**src/rtl/alu_pkg.sv**
```systemverilog
// Shared definitions for the execution-stage ALU: operation codes, FSM states
// and small decode helpers used by the ALU and the control decoder.
package alu_pkg;

    localparam logic [3:0] ALU_AND = 4'b0000;
    localparam logic [3:0] ALU_OR  = 4'b0001;
    localparam logic [3:0] ALU_ADD = 4'b0010;
    localparam logic [3:0] ALU_SUB = 4'b1010;
    localparam logic [3:0] ALU_SLT = 4'b1011;
    localparam logic [3:0] ALU_XOR = 4'b0100;
    localparam logic [3:0] ALU_MUL = 4'b0110;

    typedef enum logic [1:0] {
        ST_IDLE = 2'b00,
        ST_MUL  = 2'b01,
        ST_DONE = 2'b10
    } alu_state_e;

    function automatic logic is_mul_op(input logic [3:0] op);
        return (op == ALU_MUL);
    endfunction

    function automatic logic is_legal_op(input logic [3:0] op);
        logic legal;
        case (op)
            ALU_AND, ALU_OR, ALU_ADD, ALU_SUB,
            ALU_SLT, ALU_XOR, ALU_MUL: legal = 1'b1;
            default:                   legal = 1'b0;
        endcase
        return legal;
    endfunction

endpackage

```
**src/rtl/alu_exec_unit_if.sv**
```systemverilog
// Request/response bundle between the decode stage, the ALU and writeback.
// master = requester/consumer side, slave = the ALU.
interface alu_exec_unit_if #(
    parameter int WIDTH = 24
);
    logic             InValid;
    logic             InReady;
    logic [3:0]       ALUContr;
    logic [WIDTH-1:0] OpA;
    logic [WIDTH-1:0] OpB;
    logic             OutValid;
    logic             OutReady;
    logic [WIDTH-1:0] Result;
    logic             Zero;
    logic             Overflow;
    logic             IllegalOp;

    modport master (
        output InValid, ALUContr, OpA, OpB, OutReady,
        input  InReady, OutValid, Result, Zero, Overflow, IllegalOp
    );

    modport slave (
        input  InValid, ALUContr, OpA, OpB, OutReady,
        output InReady, OutValid, Result, Zero, Overflow, IllegalOp
    );
endinterface

```
**src/rtl/alu_comb_core.sv**
```systemverilog
// Combinational single-cycle datapath: AND/OR/XOR/ADD/SUB/SLT with signed
// overflow detection. MUL is handled by the iterative unit in the top level.
module alu_comb_core
    import alu_pkg::*;
#(
    parameter int WIDTH = 24
) (
    input  logic [3:0]       op_i,
    input  logic [WIDTH-1:0] a_i,
    input  logic [WIDTH-1:0] b_i,
    output logic [WIDTH-1:0] result_o,
    output logic             overflow_o,
    output logic             illegal_o
);

    logic [WIDTH-1:0] sum_s;
    logic [WIDTH-1:0] diff_s;
    logic             slt_s;

    assign sum_s  = a_i + b_i;
    assign diff_s = a_i + ~b_i + {{(WIDTH-1){1'b0}}, 1'b1};
    assign slt_s  = ($signed(a_i) < $signed(b_i));

    // Operation select; overflow only meaningful for ADD/SUB
    always_comb begin
        result_o   = {WIDTH{1'b0}};
        overflow_o = 1'b0;
        illegal_o  = 1'b0;
        case (op_i)
            ALU_AND: result_o = a_i & b_i;
            ALU_OR:  result_o = a_i | b_i;
            ALU_XOR: result_o = a_i ^ b_i;
            ALU_ADD: begin
                result_o   = sum_s;
                overflow_o = (a_i[WIDTH-1] == b_i[WIDTH-1]) &&
                             (sum_s[WIDTH-1] != a_i[WIDTH-1]);
            end
            ALU_SUB: begin
                result_o   = diff_s;
                overflow_o = (a_i[WIDTH-1] != b_i[WIDTH-1]) &&
                             (diff_s[WIDTH-1] != a_i[WIDTH-1]);
            end
            ALU_SLT: result_o = {{(WIDTH-1){1'b0}}, slt_s};
            ALU_MUL: result_o = {WIDTH{1'b0}};
            default: illegal_o = 1'b1;
        endcase
    end

endmodule

```
**src/rtl/alu_exec_unit.sv**
```systemverilog
// Execution-stage ALU: valid/ready wrapped single-cycle datapath plus a
// fixed-latency shift-add multiplier, with registered result and flags.
module alu_exec_unit
    import alu_pkg::*;
#(
    parameter int WIDTH = 24
) (
    input  logic           Clock,
    input  logic           Reset,
    alu_exec_unit_if.slave bus
);

    localparam int CNT_W = $clog2(WIDTH + 1);

    alu_state_e        state_q;
    logic              in_ready_q;
    logic              out_valid_q;
    logic [WIDTH-1:0]  result_q;
    logic              zero_q;
    logic              overflow_q;
    logic              illegal_q;
    logic [WIDTH-1:0]  mcand_q;
    logic [WIDTH-1:0]  mplier_q;
    logic [WIDTH-1:0]  acc_q;
    logic [WIDTH-1:0]  acc_d;
    logic [CNT_W-1:0]  cnt_q;

    logic [WIDTH-1:0]  core_result_s;
    logic              core_overflow_s;
    logic              core_illegal_s;
    logic              accept_s;

    alu_comb_core #(.WIDTH(WIDTH)) u_core (
        .op_i       (bus.ALUContr),
        .a_i        (bus.OpA),
        .b_i        (bus.OpB),
        .result_o   (core_result_s),
        .overflow_o (core_overflow_s),
        .illegal_o  (core_illegal_s)
    );

    assign accept_s = bus.InValid && in_ready_q && (state_q == ST_IDLE);

    // One shift-add step of the multiplier
    always_comb begin
        acc_d = acc_q;
        if (mplier_q[0]) begin
            acc_d = acc_q + mcand_q;
        end else begin
            acc_d = acc_q;
        end
    end

    // Control FSM, multiplier state and registered outputs
    always_ff @(posedge Clock or negedge Reset) begin
        if (!Reset) begin
            state_q     <= ST_IDLE;
            in_ready_q  <= 1'b0;
            out_valid_q <= 1'b0;
            result_q    <= {WIDTH{1'b0}};
            zero_q      <= 1'b0;
            overflow_q  <= 1'b0;
            illegal_q   <= 1'b0;
            mcand_q     <= {WIDTH{1'b0}};
            mplier_q    <= {WIDTH{1'b0}};
            acc_q       <= {WIDTH{1'b0}};
            cnt_q       <= {CNT_W{1'b0}};
        end else begin
            case (state_q)
                ST_IDLE: begin
                    in_ready_q <= 1'b1;
                    if (accept_s) begin
                        in_ready_q <= 1'b0;
                        if (is_mul_op(bus.ALUContr)) begin
                            mcand_q  <= bus.OpA;
                            mplier_q <= bus.OpB;
                            acc_q    <= {WIDTH{1'b0}};
                            cnt_q    <= {CNT_W{1'b0}};
                            state_q  <= ST_MUL;
                        end else begin
                            result_q    <= core_result_s;
                            zero_q      <= (core_result_s == {WIDTH{1'b0}});
                            overflow_q  <= core_overflow_s;
                            illegal_q   <= core_illegal_s;
                            out_valid_q <= 1'b1;
                            state_q     <= ST_DONE;
                        end
                    end
                end
                ST_MUL: begin
                    in_ready_q <= 1'b0;
                    acc_q      <= acc_d;
                    mcand_q    <= mcand_q << 1;
                    mplier_q   <= mplier_q >> 1;
                    cnt_q      <= cnt_q + CNT_W'(1);
                    // Fixed WIDTH iterations regardless of multiplier value
                    if (cnt_q == CNT_W'(WIDTH - 1)) begin
                        result_q    <= acc_d;
                        zero_q      <= (acc_d == {WIDTH{1'b0}});
                        overflow_q  <= 1'b0;
                        illegal_q   <= 1'b0;
                        out_valid_q <= 1'b1;
                        state_q     <= ST_DONE;
                    end
                end
                ST_DONE: begin
                    if (bus.OutReady) begin
                        out_valid_q <= 1'b0;
                        in_ready_q  <= 1'b1;
                        state_q     <= ST_IDLE;
                    end
                end
                default: begin
                    state_q     <= ST_IDLE;
                    in_ready_q  <= 1'b0;
                    out_valid_q <= 1'b0;
                end
            endcase
        end
    end

    assign bus.InReady   = in_ready_q;
    assign bus.OutValid  = out_valid_q;
    assign bus.Result    = result_q;
    assign bus.Zero      = zero_q;
    assign bus.Overflow  = overflow_q;
    assign bus.IllegalOp = illegal_q;

endmodule

```
**src/flat_wrapper.sv**
```systemverilog
// flat-port wrapper written by rule: the top's interface ports become plain ports
module alu_exec_unit_flat import alu_pkg::*;
#(
    parameter int WIDTH = 24
)
  (Clock, Reset, bus_InValid, bus_ALUContr, bus_OpA, bus_OpB, bus_OutReady, bus_InReady, bus_OutValid, bus_Result, bus_Zero, bus_Overflow, bus_IllegalOp);
  alu_exec_unit_if #(.WIDTH(WIDTH)) bus_i ();
  input  logic Clock;
  input  logic Reset;
  input wire logic [$bits(bus_i.InValid)-1:0] bus_InValid;
  input wire logic [$bits(bus_i.ALUContr)-1:0] bus_ALUContr;
  input wire logic [$bits(bus_i.OpA)-1:0] bus_OpA;
  input wire logic [$bits(bus_i.OpB)-1:0] bus_OpB;
  input wire logic [$bits(bus_i.OutReady)-1:0] bus_OutReady;
  output wire logic [$bits(bus_i.InReady)-1:0] bus_InReady;
  output wire logic [$bits(bus_i.OutValid)-1:0] bus_OutValid;
  output wire logic [$bits(bus_i.Result)-1:0] bus_Result;
  output wire logic [$bits(bus_i.Zero)-1:0] bus_Zero;
  output wire logic [$bits(bus_i.Overflow)-1:0] bus_Overflow;
  output wire logic [$bits(bus_i.IllegalOp)-1:0] bus_IllegalOp;
  assign bus_i.InValid = bus_InValid;
  assign bus_i.ALUContr = bus_ALUContr;
  assign bus_i.OpA = bus_OpA;
  assign bus_i.OpB = bus_OpB;
  assign bus_i.OutReady = bus_OutReady;
  assign bus_InReady = bus_i.InReady;
  assign bus_OutValid = bus_i.OutValid;
  assign bus_Result = bus_i.Result;
  assign bus_Zero = bus_i.Zero;
  assign bus_Overflow = bus_i.Overflow;
  assign bus_IllegalOp = bus_i.IllegalOp;
  alu_exec_unit #(.WIDTH(WIDTH)) u_core (.Clock(Clock), .Reset(Reset), .bus(bus_i));
endmodule
```
**config.mk**
```make
export PLATFORM = sky130hd
export DESIGN_NAME = alu_exec_unit_flat
export DESIGN_NICKNAME = d
export VERILOG_FILES = /design/src/rtl/alu_pkg.sv /design/src/rtl/alu_exec_unit_if.sv /design/src/rtl/alu_comb_core.sv /design/src/rtl/alu_exec_unit.sv /design/src/flat_wrapper.sv
export SDC_FILE = /design/constraint.sdc
export NUM_CORES = 1
export LEC_CHECK = 0
export BUFFER_PORTS_ARGS = -buffer_cell sky130_fd_sc_hd__buf_2
export CAP_MARGIN = 20
export CORE_AREA = 2 2 192 138
export DETAILED_ROUTE_END_ITERATION = 8
export DIE_AREA = 0 0 194 140
export PLACE_DENSITY = 0.65
export SYNTH_ARGS = -nofsm -noshare
export SYNTH_HDL_FRONTEND = slang
export SYNTH_SLANG_ARGS = --single-unit
```
**constraint.sdc**
```tcl
create_clock -name Clock -period 3.2 [get_ports Clock]
set_input_delay 0.32 -clock Clock [delete_from_list [all_inputs] [get_ports Clock]]
set_output_delay 0.32 -clock Clock [all_outputs]
set_load 0.01 [all_outputs]
```
; Word-level counts from Yosys, hierarchy flattened
; Index checks and enable logic that the tools add are counted.
[op_classes]
add_sub_neg = 5
order_cmp = 1
eq_ne = 18
n_mux = 44
n_bitwise = 4
n_reduce_logical = 14
[op_table]
columns = operator, count
row1 = $mux 24, 10
row2 = $pmux 24 s2, 4
row3 = $pmux 24 s6, 1
row4 = $add 24x24->24, 3
row5 = $logic_not 24->1, 2
row6 = $add 24x1->24 const B, 1
row7 = $and 24x24->24, 1
row8 = $lt 24x24->1, 1
row9 = $not 24->24, 1
row10 = $or 24x24->24, 1
row11 = $xor 24x24->24, 1
row12 = $mux 1, 15
row13 = $mux 5, 2
row14 = $pmux 1 s2, 5
row15 = $pmux 5 s2, 1
row16 = $eq 4x3->1 const B, 2
row17 = $eq 4x4->1 const B, 2
row18 = $mux 2, 4
row19 = $reduce_and 4->1, 2
row20 = $ne 2x2->1 const B, 3
row21 = $pmux 2 s3, 1
row22 = $reduce_and 3->1, 2
row23 = $reduce_or 6->1, 1
row24 = $add 5x1->5 const B, 1
row25 = other kinds (13), 19
[word_totals]
register_bits = 108
inputBits = 56
out_inout_bits = 29
word_cells = 97

; Depth between registers and ports, before layout
; Gate-level depths: netlist (run 1).
[depth]
depth_word = 9
depth_mapped = 15
ltp_nobuf = 15

; By module
; Synthesis (run 1) repeated with hierarchy kept, for this count alone.
[hier_totals]
hier_cells = 1307
hier_area_um2 = 10153.5
[modules_own_cells]
columns = module, instances, cells_each, area_each_um2, seq_area_each_um2
row1 = alu_exec_unit, 1, 712, 6169.7, 2702.6
row2 = alu_comb_core, 1, 595, 3983.8, 0.0

; Worst setup path before layout (run 1)
; No wires, ideal clock.
[synth_path]
kind = input-to-reg
startpoint = input port bus_OpB[0]
endpoint = register u_core.zero_q (netlist: u_core.bus.Zero)
arrival_ns = 3.096
required_ns = 3.120
path_slack_ns = 0.024
cell_stages = 13
n_path_buf = 0
path_cell_list = ha_1 fa_1 a211oi_2 o21ai_1 a2111oi_2 nor2_1 a221oi_2 nor3_1 o41ai_1 nand4_1 nor4_1 nand3_1 o211ai_2
[synth_between]
elab_chain_len = 8
word_cells_on_any_way = 13
classes_between = add/sub (3) / order compare (1) / mux (4) / bitwise (4) / reduce/logical (1)
[synth_rtl]
columns = item, line
row1 = from (decl), flat_wrapper.sv:13  ; input wire logic [$bits(bus_i.OpB)-1:0] bus_OpB;
row2 = $not 24->24, alu_comb_core.sv:21  ; assign diff_s = a_i + ~b_i + {{(WIDTH-1){1'b0}}, 1'b1};
row3 = $add 24x24->24, alu_comb_core.sv:21
row4 = $add 24x1->24, alu_comb_core.sv:21
row5 = $pmux 24 s6 *, alu_comb_core.sv:29  ; case (op_i)
row6 = $logic_not 24->1 *, alu_exec_unit.sv:82  ; zero_q <= (core_result_s == {WIDTH{1'b0}});
row7 = $mux 1 *, alu_exec_unit.sv:74  ; if (is_mul_op(bus.ALUContr)) begin
row8 = $mux 1 *, alu_exec_unit.sv:72  ; if (accept_s) begin
row9 = $pmux 1 s2 *, alu_exec_unit.sv:69  ; case (state_q)
row10 = to (signal assigned), alu_exec_unit.sv:82
row11 = to (signal assigned), alu_exec_unit.sv:99  ; zero_q <= (acc_d == {WIDTH{1'b0}});
row12 = to (decl), alu_exec_unit.sv:19  ; logic zero_q;
; Mark *: on every way between the ends. The rest lies on a longest branch, timed or not. The select of a mux whose other input is x is not followed.
; A chain may end at the register's enable or synchronous reset.

; Final worst setup path (run 1)
[layout_path]
startpoint = register u_core.acc_q[0]
endpoint = register u_core.result_q[8] (netlist: u_core.bus.Result[8])
[layout_between]
elab_chain_len = 4
[layout_rtl]
columns = item, line
row1 = from (decl), alu_exec_unit.sv:24  ; logic [WIDTH-1:0] acc_q;
row2 = from (signal assigned), alu_exec_unit.sv:66  ; acc_q <= {WIDTH{1'b0}};
row3 = from (signal assigned), alu_exec_unit.sv:77  ; acc_q <= {WIDTH{1'b0}};
row4 = $add 24x24->24, alu_exec_unit.sv:48  ; acc_d = acc_q + mcand_q;
row5 = $mux 24, alu_exec_unit.sv:47  ; if (mplier_q[0]) begin
row6 = $mux 24, alu_exec_unit.sv:97  ; if (cnt_q == CNT_W'(WIDTH - 1)) begin
row7 = $pmux 24 s2, alu_exec_unit.sv:69
row8 = to (signal assigned), alu_exec_unit.sv:60  ; result_q <= {WIDTH{1'b0}};
row9 = to (signal assigned), alu_exec_unit.sv:81  ; result_q <= core_result_s;
row10 = to (decl), alu_exec_unit.sv:18  ; logic [WIDTH-1:0] result_q;
; No other way between the ends. The select of a mux whose other input is x is not followed.

==> out/results.tsv, run 1 <==
stage	metric	value	unit
critical_path	arrival	3540	ps
synth	yosysWarningCount	0	
global_route	track_usage	27.4	%
routing	detail_route.wl_per_cell	20.0	um
timing	hold_viol_final	0	
floorplan	die_width	194	um
synth	synth.area.mux_share	2.25	%
synth	synthDistinctLibCells	89	
timing	timing.final.crit_share	104	%
clocking	tritoncts_clock_tree	built	
global_route	grt_pass1_vias	10361	
clocking	cts_made_buffers	9	
timing	finalSetupTns	-293	ps
timing	clock_skew	10.5	ps
clocking	cts_buffer_depth	2	
synth	share_of_flip_flops_with_an_asynchronous_set_or_reset	100	%
critical_path	critical_path.startpoint	u_core.acc_q[0]	
synth	syn_avg_cell_area	7.89	um^2
layout	drive_above_1_share	27.8	%
clocking	h-tree-depth	3	
routing	drt_drc	0	
floorplan	chipHeight	140	um
floorplan	initial_utilization	39.6	%
synth	ffs_latches_synth	108	
power_and_ir_drop	peak_ir_drop_on_the_vdd_network	472	uV
clocking	clk_pin_slew_worst_paths	80	ps
global_route	grt_max_degree	95	
critical_path	rr_endpoint	u_core.bus.Result[8]	
critical_path	critPathMaxFanout	3	
timing	slew_headroom	46.2	%
run_status	violated_checks	setup timing	
placement	placedInstanceArea	0.0123	mm^2
critical_path	rrSetupSlack	-120	ps
flow_run	max_cap_violations	0	
placement	detailed_place_hpwl	28800	um
clocking	clkSinkCount	108	
run_status	run_status	finished, violations left	
layout	layoutNonFillerInstCount	1875	
floorplan	io_pins	85	
layout	layout_common_cells	249 x sky130_fd_sc_hd__buf_4, 173 x sky130_fd_sc_hd__nand2_1, 119 x sky130_fd_sc_hd__nor2_1	
timing	setup-violations-final	3	
synth	synth-xor-area-share	2.89	%
timing	finalWorstPathRequiredPeriod	3320	ps
global_route	wire_length_of_the_first_global_routing_pass	58800	um
critical_path	cp-start-kind	register	
synth	synth-edff-count	0	
floorplan	floorplan.die_area	0.0272	mm^2
layout	layout.cells.most_common	sky130_fd_sc_hd__buf_4	
routing	routed_wl	37400	um
timing	drv_slew	0	
routing	dr.first_iter.drc_count	1079	
synth	synth_compound_area_share	27.5	%
power_and_ir_drop	power.static_leakage	6.20	nW
synth	syn_inst	1266	
synth	synth_simple_gate_area_share	20.4	%
critical_path	setup.worst_path.end	u_core.bus.Result[8]	
timing	grt_setup_unrepaired	true	
critical_path	critical_path_endpoint_category	register	
clocking	clock-root-buffer	sky130_fd_sc_hd__clkbuf_16	
floorplan	row_count	49	
layout	fin_util	51.2	%
global_route	globalRouteOverflowTotal	0	
synth	synth_top_family_by_area	compound AO/OA/AOI/OAI gates	
timing	fmax	301	MHz
power_and_ir_drop	powerDensity	815	mW/mm^2
timing	tightest_slew	807	ps
critical_path	worst-r2r-cell-count	18	
timing	worst_hold_slack_across_all_endpoints	218	ps
routing	antenna_nets_post_route	0	
synth	synth.cell_area	0.00999	mm^2
synth	synthesis.nets	1422	
global_route	number_of_antenna_violations_at_the_first_check_in_global_routing	0	
critical_path	worstPathRequired	3420	ps
layout	area_growth_from_synthesis_to_layout	29.5	%
synth	synth.area.top_cells	sky130_fd_sc_hd__dfrtp_1 27%, sky130_fd_sc_hd__ha_1 12%, sky130_fd_sc_hd__nand2_1 6.5%, sky130_fd_sc_hd__nor2_1 4.5%, sky130_fd_sc_hd__a21oi_1 4.2%	
layout	antenna_cells	0	
synth	yosys.area.top_type_share	27.1	%
routing	vias_per_cell	5.80	
floorplan	fp.coreArea	0.0253	mm^2
synth	yosysSeqAreaShare	27.1	%
routing	drt-pass1-iter-count	7	
hold_path	path_type_of_the_worst_min_delay_path	input pin to register	
synth	synth_top_area_cell	sky130_fd_sc_hd__dfrtp_1	
routing	via_count	10871	
placement	io_buffers	84	
synth	post_synth_fa_ha_maj_area_fraction	12.7	%
critical_path	criticalPathCategory	register to register	
layout	layout.cell_area.non_filler	0.0129	mm^2
layout	finalNetCount	1695	
placement	gpl.final_weighted_congestion	0.961	
timing	layout_setup_ws	-121	ps
clocking	clock_latency	380	ps
placement	place.detailed.instances	1847	
synth	synth_ff_type	sky130_fd_sc_hd__dfrtp_1	
critical_path	critical_path.reg2reg.startpoint	u_core.acc_q[0]	
layout make-up:
type                       count  area [um^2]
fill                        2460        12300
multi-input combinational    998         6850
clock buffer                  11          233
timing repair buffer         341         2400
inverter                      81          304
tap                          331          414
sequential                   108         2700
clock inverter                 5         36.3
cell families (layout without fill, tap and decap cells):
family,after synthesis,count (layout)
buf+inv,160,438
flops,108,108
xor+xnor,33,33
simple gates,438,438
mux,22,22
compound gates,405,405
fa+ha+maj,100,100
how the worst min path moves through the flow:
stage | start | to | slack [ps] | cells after the start
after floorplan | Reset | u_core.acc_q[0] | 20 | 0
after global placement | Reset | u_core.mcand_q[4] | 410 | 1
after detailed placement | Reset | u_core.mcand_q[4] | 410 | 1
after CTS | bus_OpB[21] | u_core.mplier_q[21] | 210 | 3
after global routing | bus_OpB[2] | u_core.mplier_q[2] | 220 | 3
final | bus_OpB[19] | u_core.mplier_q[19] | 220 | 3
per-stage QoR:
step | setup WS [ps] | power, mW
after floorplan | 23.9 | 6.02
after global placement | -397 | 8.26
after detailed placement | -508 | 8.40
after CTS | -89.6 | 10.1
after global routing | -297 | 11.3
final | -121 | 10.5
worst max-delay path: stages, from the launching register on:
cell and delay, ps:
sky130_fd_sc_hd__dfrtp_1 390, sky130_fd_sc_hd__ha_2 200, sky130_fd_sc_hd__fa_2 350, sky130_fd_sc_hd__a211oi_2 230, sky130_fd_sc_hd__buf_4 160, sky130_fd_sc_hd__o21bai_4 60
sky130_fd_sc_hd__a21bo_2 250, sky130_fd_sc_hd__a21oi_4 170, sky130_fd_sc_hd__xnor2_1 120, sky130_fd_sc_hd__buf_4 140, sky130_fd_sc_hd__buf_4 120, sky130_fd_sc_hd__buf_4 120
sky130_fd_sc_hd__buf_4 120, sky130_fd_sc_hd__buf_6 100, sky130_fd_sc_hd__buf_6 100, sky130_fd_sc_hd__buf_6 100, sky130_fd_sc_hd__buf_6 110, sky130_fd_sc_hd__mux2i_2 170
sky130_fd_sc_hd__o221ai_1 130
per-layer routing:
metal	vias to the layer above	global-route usage, %	share of wire, %
met5	-	0	0
met1	5222	41.6	49
met4	0	6.74	2.2
met3	59	5.63	8.6
li1	5135	-	-
met2	455	39.2	40
registers in the layout, indices dropped and copies added, names as in the netlist, 2 cells and up:
register / cells
u_core.acc_q: 24
u_core.bus.Result: 24
u_core.mcand_q: 24
u_core.mplier_q: 24
u_core.cnt_q: 5
u_core.state_q: 2
Yosys cell counts, types with 4 or more instances:
cell / instances
sky130_fd_sc_hd__a21boi_0: 5
sky130_fd_sc_hd__nand3_1: 19
sky130_fd_sc_hd__nor2_1: 121
sky130_fd_sc_hd__a22o_1: 8
sky130_fd_sc_hd__a221oi_1: 7
sky130_fd_sc_hd__xor2_1: 8
sky130_fd_sc_hd__nand2b_1: 7
sky130_fd_sc_hd__o311ai_0: 6
sky130_fd_sc_hd__buf_2: 5
sky130_fd_sc_hd__o22ai_1: 6
sky130_fd_sc_hd__mux2i_1: 18
sky130_fd_sc_hd__nand2_1: 174
sky130_fd_sc_hd__and3_1: 7
sky130_fd_sc_hd__a211o_1: 4
sky130_fd_sc_hd__clkbuf_8: 8
sky130_fd_sc_hd__o21bai_1: 9
sky130_fd_sc_hd__nor3_1: 21
sky130_fd_sc_hd__dfrtp_1: 108
sky130_fd_sc_hd__a31o_2: 4
sky130_fd_sc_hd__nand4b_1: 4
sky130_fd_sc_hd__nand4_1: 17
sky130_fd_sc_hd__and4_1: 4
sky130_fd_sc_hd__a21o_1: 16
sky130_fd_sc_hd__o21a_1: 9
sky130_fd_sc_hd__nor4_1: 12
sky130_fd_sc_hd__or3_1: 7
sky130_fd_sc_hd__ha_1: 97
sky130_fd_sc_hd__o21ai_0: 76
sky130_fd_sc_hd__o211ai_1: 12
sky130_fd_sc_hd__or2_2: 5
sky130_fd_sc_hd__a21oi_1: 83
sky130_fd_sc_hd__o31ai_1: 7
sky130_fd_sc_hd__inv_1: 81
sky130_fd_sc_hd__clkbuf_1: 59
sky130_fd_sc_hd__a2111oi_0: 11
sky130_fd_sc_hd__a211oi_1: 17
sky130_fd_sc_hd__a31oi_1: 55
sky130_fd_sc_hd__nor3b_1: 6
sky130_fd_sc_hd__a221o_1: 5
sky130_fd_sc_hd__mux2_2: 4
sky130_fd_sc_hd__nor2b_1: 11
sky130_fd_sc_hd__a22oi_1: 16
sky130_fd_sc_hd__xnor2_1: 25
sky130_fd_sc_hd__o221ai_1: 8
power by group:
| group | total [mW] | internal (mW) | switching (mW) |
|---|---|---|---|
| clock | 1.13 | 0.536 | 0.596 |
| combinational | 6.82 | 3.30 | 3.52 |
| sequential | 2.59 | 2.00 | 0.598 |
repair_timing:
action                                 4_1_cts  5_1_grt
endpoints found under the hold margin        2        0
buffers inserted                            11        2
hold buffers                                 1        0
gates cloned                                 0        0
gates resized for setup                     22       36
setup endpoints to repair                    2       16
pin swaps                                   17       18
Power figures use the tool's default switching activity.
==> inputs of run 2 (changes only) <==
Settings changed: CORE_AREA 2 2 192 138 to 2 2 162 164, DIE_AREA 0 0 194 140 to 0 0 164 166, PLACE_DENSITY 0.65 to 0.64.
==> run 2 against run 1 <==
  * The flow finishes with violations (hold timing, setup timing)
  * Clock power up 8%
  * Via count down 1.1%
  * Clock skew is 3.7 ps higher
  * Setup slack better by 90 ps
  * Design area down 0.60%
  * Cell count about the same
  * Sequential power is 2% lower
  * Die area is 0.24% higher
  * Critical path depth decreased by 4
  * Non-clock buffer count shrank 5
  * Critical endpoint is now u_core.bus.Zero
  * Largest power group unchanged
==> out/results.tsv, run 2 (same netlist as run 1, synthesis figures left out) <==
stage	metric	value	unit
run_status	run_status	finished, violations left	
run_status	violated_checks	hold timing, setup timing	
timing	clock_skew	14.2	ps
routing	vias_per_cell	5.74	
flow_run	max_cap_violations	0	
power_and_ir_drop	peak_ir_drop_on_the_vdd_network	394	uV
critical_path	rrSetupSlack	-30	ps
critical_path	critPathMaxFanout	3	
critical_path	critical_path.startpoint	u_core.mcand_q[0]	
timing	tightest_slew	848	ps
clocking	cts_buffer_depth	2	
layout	area_growth_from_synthesis_to_layout	28.8	%
clocking	clock_latency	370	ps
placement	place.detailed.instances	1855	
global_route	grt_max_degree	95	
floorplan	io_pins	85	
timing	timing.final.crit_share	101	%
timing	fmax	309	MHz
critical_path	arrival	3520	ps
power_and_ir_drop	powerDensity	766	mW/mm^2
layout	layoutNonFillerInstCount	1874	
layout	layout.cell_area.non_filler	0.0129	mm^2
routing	routed-wl-met2	17200	um
global_route	number_of_antenna_violations_at_the_first_check_in_global_routing	0	
global_route	grt_pass1_vias	10514	
critical_path	cp-start-kind	register	
layout	layout.cells.most_common	sky130_fd_sc_hd__buf_4	
routing	drt-met1-wl	16100	um
routing	top_layer_used	met4	
layout	layout_common_cells	249 x sky130_fd_sc_hd__buf_4, 174 x sky130_fd_sc_hd__nand2_1, 119 x sky130_fd_sc_hd__nor2_1	
critical_path	rr_endpoint	u_core.bus.Zero	
clocking	clk_pin_slew_worst_paths	100	ps
routing	antenna_nets_post_route	0	
timing	finalSetupTns	-31.0	ps
floorplan	chipHeight	166	um
critical_path	critical_path.reg2reg.startpoint	u_core.mcand_q[0]	
timing	setup-violations-final	1	
routing	drt_drc	0	
power_and_ir_drop	finalPower	9.86	mW
floorplan	floorplan.die_area	0.0272	mm^2
routing	dr.first_iter.drc_count	715	
global_route	globalRouteOverflowTotal	0	
layout	register_cell_area_after_layout	0.00270	mm^2
global_route	wire_length_of_the_first_global_routing_pass	57600	um
hold_path	path_type_of_the_worst_min_delay_path	input pin to async pin	
clocking	clkSinkCount	108	
clocking	clock-root-buffer	sky130_fd_sc_hd__clkbuf_16	
clocking	cts_made_buffers	9	
layout	antenna_cells	0	
timing	finalWorstPathRequiredPeriod	3230	ps
timing	hold_viol_final	8	
routing	routed_wl	36300	um
floorplan	fp.coreArea	0.0256	mm^2
placement	placedInstanceArea	0.0124	mm^2
power_and_ir_drop	power.static_leakage	6.18	nW
routing	dr_wl_met3	2110	um
routing	drt-pass1-iter-count	5	
timing	worst_hold_slack_across_all_endpoints	-17.3	ps
floorplan	die_width	164	um
layout	finalNetCount	1690	
placement	io_buffers	84	
global_route	track_usage	26.8	%
critical_path	setup.worst_path.end	u_core.bus.Zero	
placement	pre_cts_ws	-664	ps
critical_path	critical_path_endpoint_category	register	
timing	drv_slew	0	
clocking	h-tree-depth	3	
timing	layout_setup_ws	-31.0	ps
placement	detailed_place_hpwl	28200	um
layout	combined_area_of_the_multi_input_logic_cells	0.00677	mm^2
timing	grt_setup_unrepaired	true	
routing	via_count	10752	
routing	detail_route.wl_per_cell	19.4	um
clocking	postCtsHoldBufs	0	
layout	drive_above_1_share	27.2	%
layout	fillerInstances	2474	
critical_path	worst-r2r-cell-count	14	
placement	gpl.final_weighted_congestion	0.986	
critical_path	worstPathRequired	3490	ps
timing	slew_headroom	43.4	%
layout	fin_util	50.2	%
clocking	tritoncts_clock_tree	built	
floorplan	initial_utilization	39.0	%
floorplan	row_count	59	
critical_path	criticalPathCategory	register to register	
-- run 2: worst min-delay path by stage --
stage	startpoint	to	slack, ps	depth (start not counted)
after floorplan	Reset	u_core.acc_q[0]	20	0
after global placement	Reset	u_core.mplier_q[4]	410	1
after detailed placement	Reset	u_core.mplier_q[4]	420	1
after CTS	Reset	u_core.mplier_q[4]	10	1
after global routing	Reset	u_core.mplier_q[4]	50	1
final	Reset	u_core.mplier_q[3]	-20	1
-- run 2: critical path: stages (launching register included) --
cell and delay (ps):
sky130_fd_sc_hd__dfrtp_1 400, sky130_fd_sc_hd__ha_2 200, sky130_fd_sc_hd__fa_2 350, sky130_fd_sc_hd__a211oi_2 230
sky130_fd_sc_hd__buf_4 160, sky130_fd_sc_hd__o21bai_4 70, sky130_fd_sc_hd__a21bo_2 240, sky130_fd_sc_hd__a21oi_4 180
sky130_fd_sc_hd__xnor2_2 90, sky130_fd_sc_hd__mux2_4 270, sky130_fd_sc_hd__a211oi_2 140, sky130_fd_sc_hd__nand4_1 130
sky130_fd_sc_hd__nor4_2 340, sky130_fd_sc_hd__nand4_1 190, sky130_fd_sc_hd__o211ai_2 170
-- run 2: power by group --
part | switching (mW) | internal, mW
Clock | 0.642 | 0.577
Combinational | 3.25 | 2.85
Sequential | 0.538 | 1.99
Total | 4.43 | 5.43
-- run 2: area by class of cell --
cell class                      instances  area share (%)
Multi-Input combinational cell        998            52.6
Clock buffer                           10            1.86
Timing Repair Buffer                  336            18.4
Clock inverter                          6           0.486
Sequential cell                       108            21.0
Inverter                               81            2.36
Tap cell                              335            3.26
-- run 2: repair_timing --
| action | 4_1_cts | 5_1_grt |
|---|---|---|
| setup buffers | 0 | 4 |
| pin swaps | 11 | 15 |
| setup endpoints to repair | 2 | 11 |
| resized for setup | 11 | 26 |
| cloned | 0 | 0 |
-- run 2: layer usage --
layer	GRT usage (%)	up-vias
met4	7.63	0
li1	-	5111
met3	2.32	55
met1	37.2	5231
met5	0	-
met2	44.3	355
==> inputs of run 3 (changes only) <==
==> constraint.sdc (replaced) <==
create_clock -name Clock -period 3.2 [get_ports Clock]
set_input_delay 0.64 -clock Clock [delete_from_list [all_inputs] [get_ports Clock]]
set_output_delay 0.64 -clock Clock [all_outputs]
set_load 0.01 [all_outputs]
==> run 3 against run 2 <==
  * The flow finishes with violations (setup timing)
  * Global-route usage shrank 0.12 points
  * Register-to-register slack worse by 30 ps
  * First-iteration DRC count grew 11%
  * Non-clock buffer count up 38
  * Clock skew shrank 4.0 ps
  * Fmax shrank 1.3%
  * Clock power fell by 6%
  * Largest power group unchanged
==> out/results.tsv, run 3 (same netlist as run 1, synthesis figures left out) <==
stage	metric	value	unit
power_and_ir_drop	power.static_leakage	6.39	nW
floorplan	chipHeight	166	um
critical_path	critPathMaxFanout	3	
critical_path	worst_stage_delay_on_the_critical_path	370	ps
timing	fmax	306	MHz
routing	drt_drc	0	
critical_path	worstPathRequired	3490	ps
clocking	tritoncts_clock_tree	built	
global_route	track_usage	26.6	%
layout	fin_util	52.7	%
hold_path	path_type_of_the_worst_min_delay_path	input pin to async pin	
critical_path	path_cells	buf_6, ha_4, fa_2, a211oi_4, o21ai_2, a2111oi_4, buf_4, nor2_1, a221oi_2, nor3_2, o41ai_2, nand4_1, nor4_2, nand3_1, o211ai_2	
floorplan	fp.coreArea	0.0256	mm^2
global_route	globalRouteMet2Util	44.0	%
floorplan	floorplan.die_area	0.0272	mm^2
global_route	grt_busiest_layer	met2	
global_route	number_of_antenna_violations_at_the_first_check_in_global_routing	1	
timing	setup-violations-final	1	
timing	slew_headroom	44.6	%
critical_path	arrival	3560	ps
routing	vias_per_cell	5.67	
timing	clock_skew	10.2	ps
power_and_ir_drop	powerDensity	715	mW/mm^2
placement	detailed_place_hpwl	28900	um
critical_path	rr_endpoint	u_core.bus.Zero	
global_route	wire_length_of_the_first_global_routing_pass	57600	um
layout	layout_common_cells	282 x sky130_fd_sc_hd__buf_4, 174 x sky130_fd_sc_hd__nand2_1, 116 x sky130_fd_sc_hd__nor2_1	
power_and_ir_drop	finalPower	9.65	mW
clocking	cts_buffer_depth	2	
clocking	clock-root-buffer	sky130_fd_sc_hd__clkbuf_16	
critical_path	critical_path.reg2reg.startpoint	u_core.acc_q[0]	
timing	layout_setup_ws	-73.2	ps
timing	grt_setup_unrepaired	true	
global_route	grt_pass1_vias	10553	
critical_path	critical-path-slowest-cell	sky130_fd_sc_hd__fa_2	
routing	antenna_nets_post_route	0	
timing	drv_slew	0	
critical_path	criticalPathCategory	input pin to register	
floorplan	row_count	59	
layout	drive_above_1_share	31.7	%
floorplan	io_pins	85	
routing	detail_route.wl_per_cell	19.2	um
flow_run	max_cap_violations	0	
floorplan	initial_utilization	39.0	%
clocking	clock_latency	360	ps
placement	gpl.final_weighted_congestion	0.934	
timing	finalWorstPathRequiredPeriod	3270	ps
timing	timing.final.crit_share	102	%
routing	dr.first_iter.drc_count	795	
critical_path	rrSetupSlack	-60	ps
global_route	grt_max_degree	66	
critical_path	critical_path_endpoint_category	register	
clocking	clk_pin_slew_worst_paths	80	ps
run_status	violated_checks	setup timing	
routing	via_count	10839	
placement	io_buffers	84	
floorplan	die_width	164	um
critical_path	worst-r2r-cell-count	13	
clocking	h-tree-depth	3	
layout	area_growth_from_synthesis_to_layout	35.1	%
layout	finalNetCount	1728	
clocking	clkSinkCount	108	
power_and_ir_drop	peak_ir_drop_on_the_vdd_network	354	uV
critical_path	cp-start-kind	input pin	
timing	tightest_slew	831	ps
layout	fillerInstances	2456	
global_route	groute.layer.met1.usage	36.8	%
placement	pre_cts_ws	-753	ps
layout	layout.cells.most_common	sky130_fd_sc_hd__buf_4	
routing	drt-pass1-iter-count	5	
timing	hold_viol_final	0	
clocking	cts_made_buffers	9	
global_route	grt.met3_usage	2.77	%
global_route	globalRouteOverflowTotal	0	
run_status	run_status	finished, violations left	
routing	routed_wl	36700	um
## run 3: cell count changes in the layout (fill, tap and decap cells not counted), moves of 5 or more
cell and delta:
sky130_fd_sc_hd__ha_4 +9, sky130_fd_sc_hd__o21ai_0 -6, sky130_fd_sc_hd__a211oi_2 +5, sky130_fd_sc_hd__o21ai_1 +5, sky130_fd_sc_hd__ha_1 -12, sky130_fd_sc_hd__buf_4 +33, sky130_fd_sc_hd__buf_6 +5, sky130_fd_sc_hd__a211oi_1 -6
## run 3: critical path: cells and delay by family
kind | cells | cell delay [ps]
AOI/OAI and AO/OA | 6 | 1420
adders and majority gates | 2 | 520
buffers and inverters | 2 | 290
and+or+nand+nor | 5 | 680
## run 3: per-stage QoR
step / cell area (um^2) / cells / TNS (ps) / hold WS [ps]
after floorplan: 10000 / 1266 / -47.5 / 344
after global placement: 12700 / 1884 / -5140 / 456
after detailed placement: 12700 / 1884 / -6190 / 462
after CTS: 13100 / 1905 / -165 / 298
after global routing: 13500 / 1912 / -458 / 332
final: 13500 / 1912 / -73.2 / 286
## run 3: worst max path at each step
stage | startpoint | slack [ps] | cells past startpoint | endpoint
detailed placement | bus_OpB[0] | -750 | 16 | u_core.bus.Zero
finish | bus_OpA[0] | -70 | 15 | u_core.bus.Zero
CTS | bus_OpB[0] | -170 | 15 | u_core.bus.Zero
global placement | bus_OpA[15] | -710 | 14 | u_core.bus.Zero
global route | bus_OpB[0] | -230 | 15 | u_core.bus.Zero
floorplan | bus_OpB[0] | -50 | 13 | u_core.bus.Zero
## run 3: timing repair
action / CTS / global route
gates resized for setup: 32 / 73
setup endpoints to repair: 8 / 15
hold buffers: 0 / 0
buffers inserted: 7 / 6
pin swaps: 17 / 37
cloned: 0 / 0
## run 3: cell type report
type / count / area (um^2) / share of cell area, %
clock buffers: 9 / 225 / 1.67
repair buffers: 374 / 2720 / 20.2
diodes: 1 / 2.50 / 0.0185
multi-input cells: 998 / 7060 / 52.3
well taps: 335 / 419 / 3.11
inverters: 81 / 307 / 2.27
clock inverters: 6 / 57.6 / 0.426
flip-flops and latches: 108 / 2700 / 20.0
## run 3: routing by layer
| layer | vias up | wire length (um) |
|---|---|---|
| li1 | 5205 | - |
| met4 | 0 | 727 |
| met1 | 5283 | 16500 |
| met5 | - | 0 |
| met3 | 43 | 1720 |
| met2 | 308 | 17700 |
## run 3: power breakdown
| group | switching, mW | leakage (nW) | internal [mW] |
|---|---|---|---|
| Sequential | 0.564 | 1.32 | 2.00 |
| Combinational | 3.16 | 4.94 | 2.78 |
| Clock | 0.603 | 0.139 | 0.543 |
| Total | 4.33 | 6.39 | 5.32 |
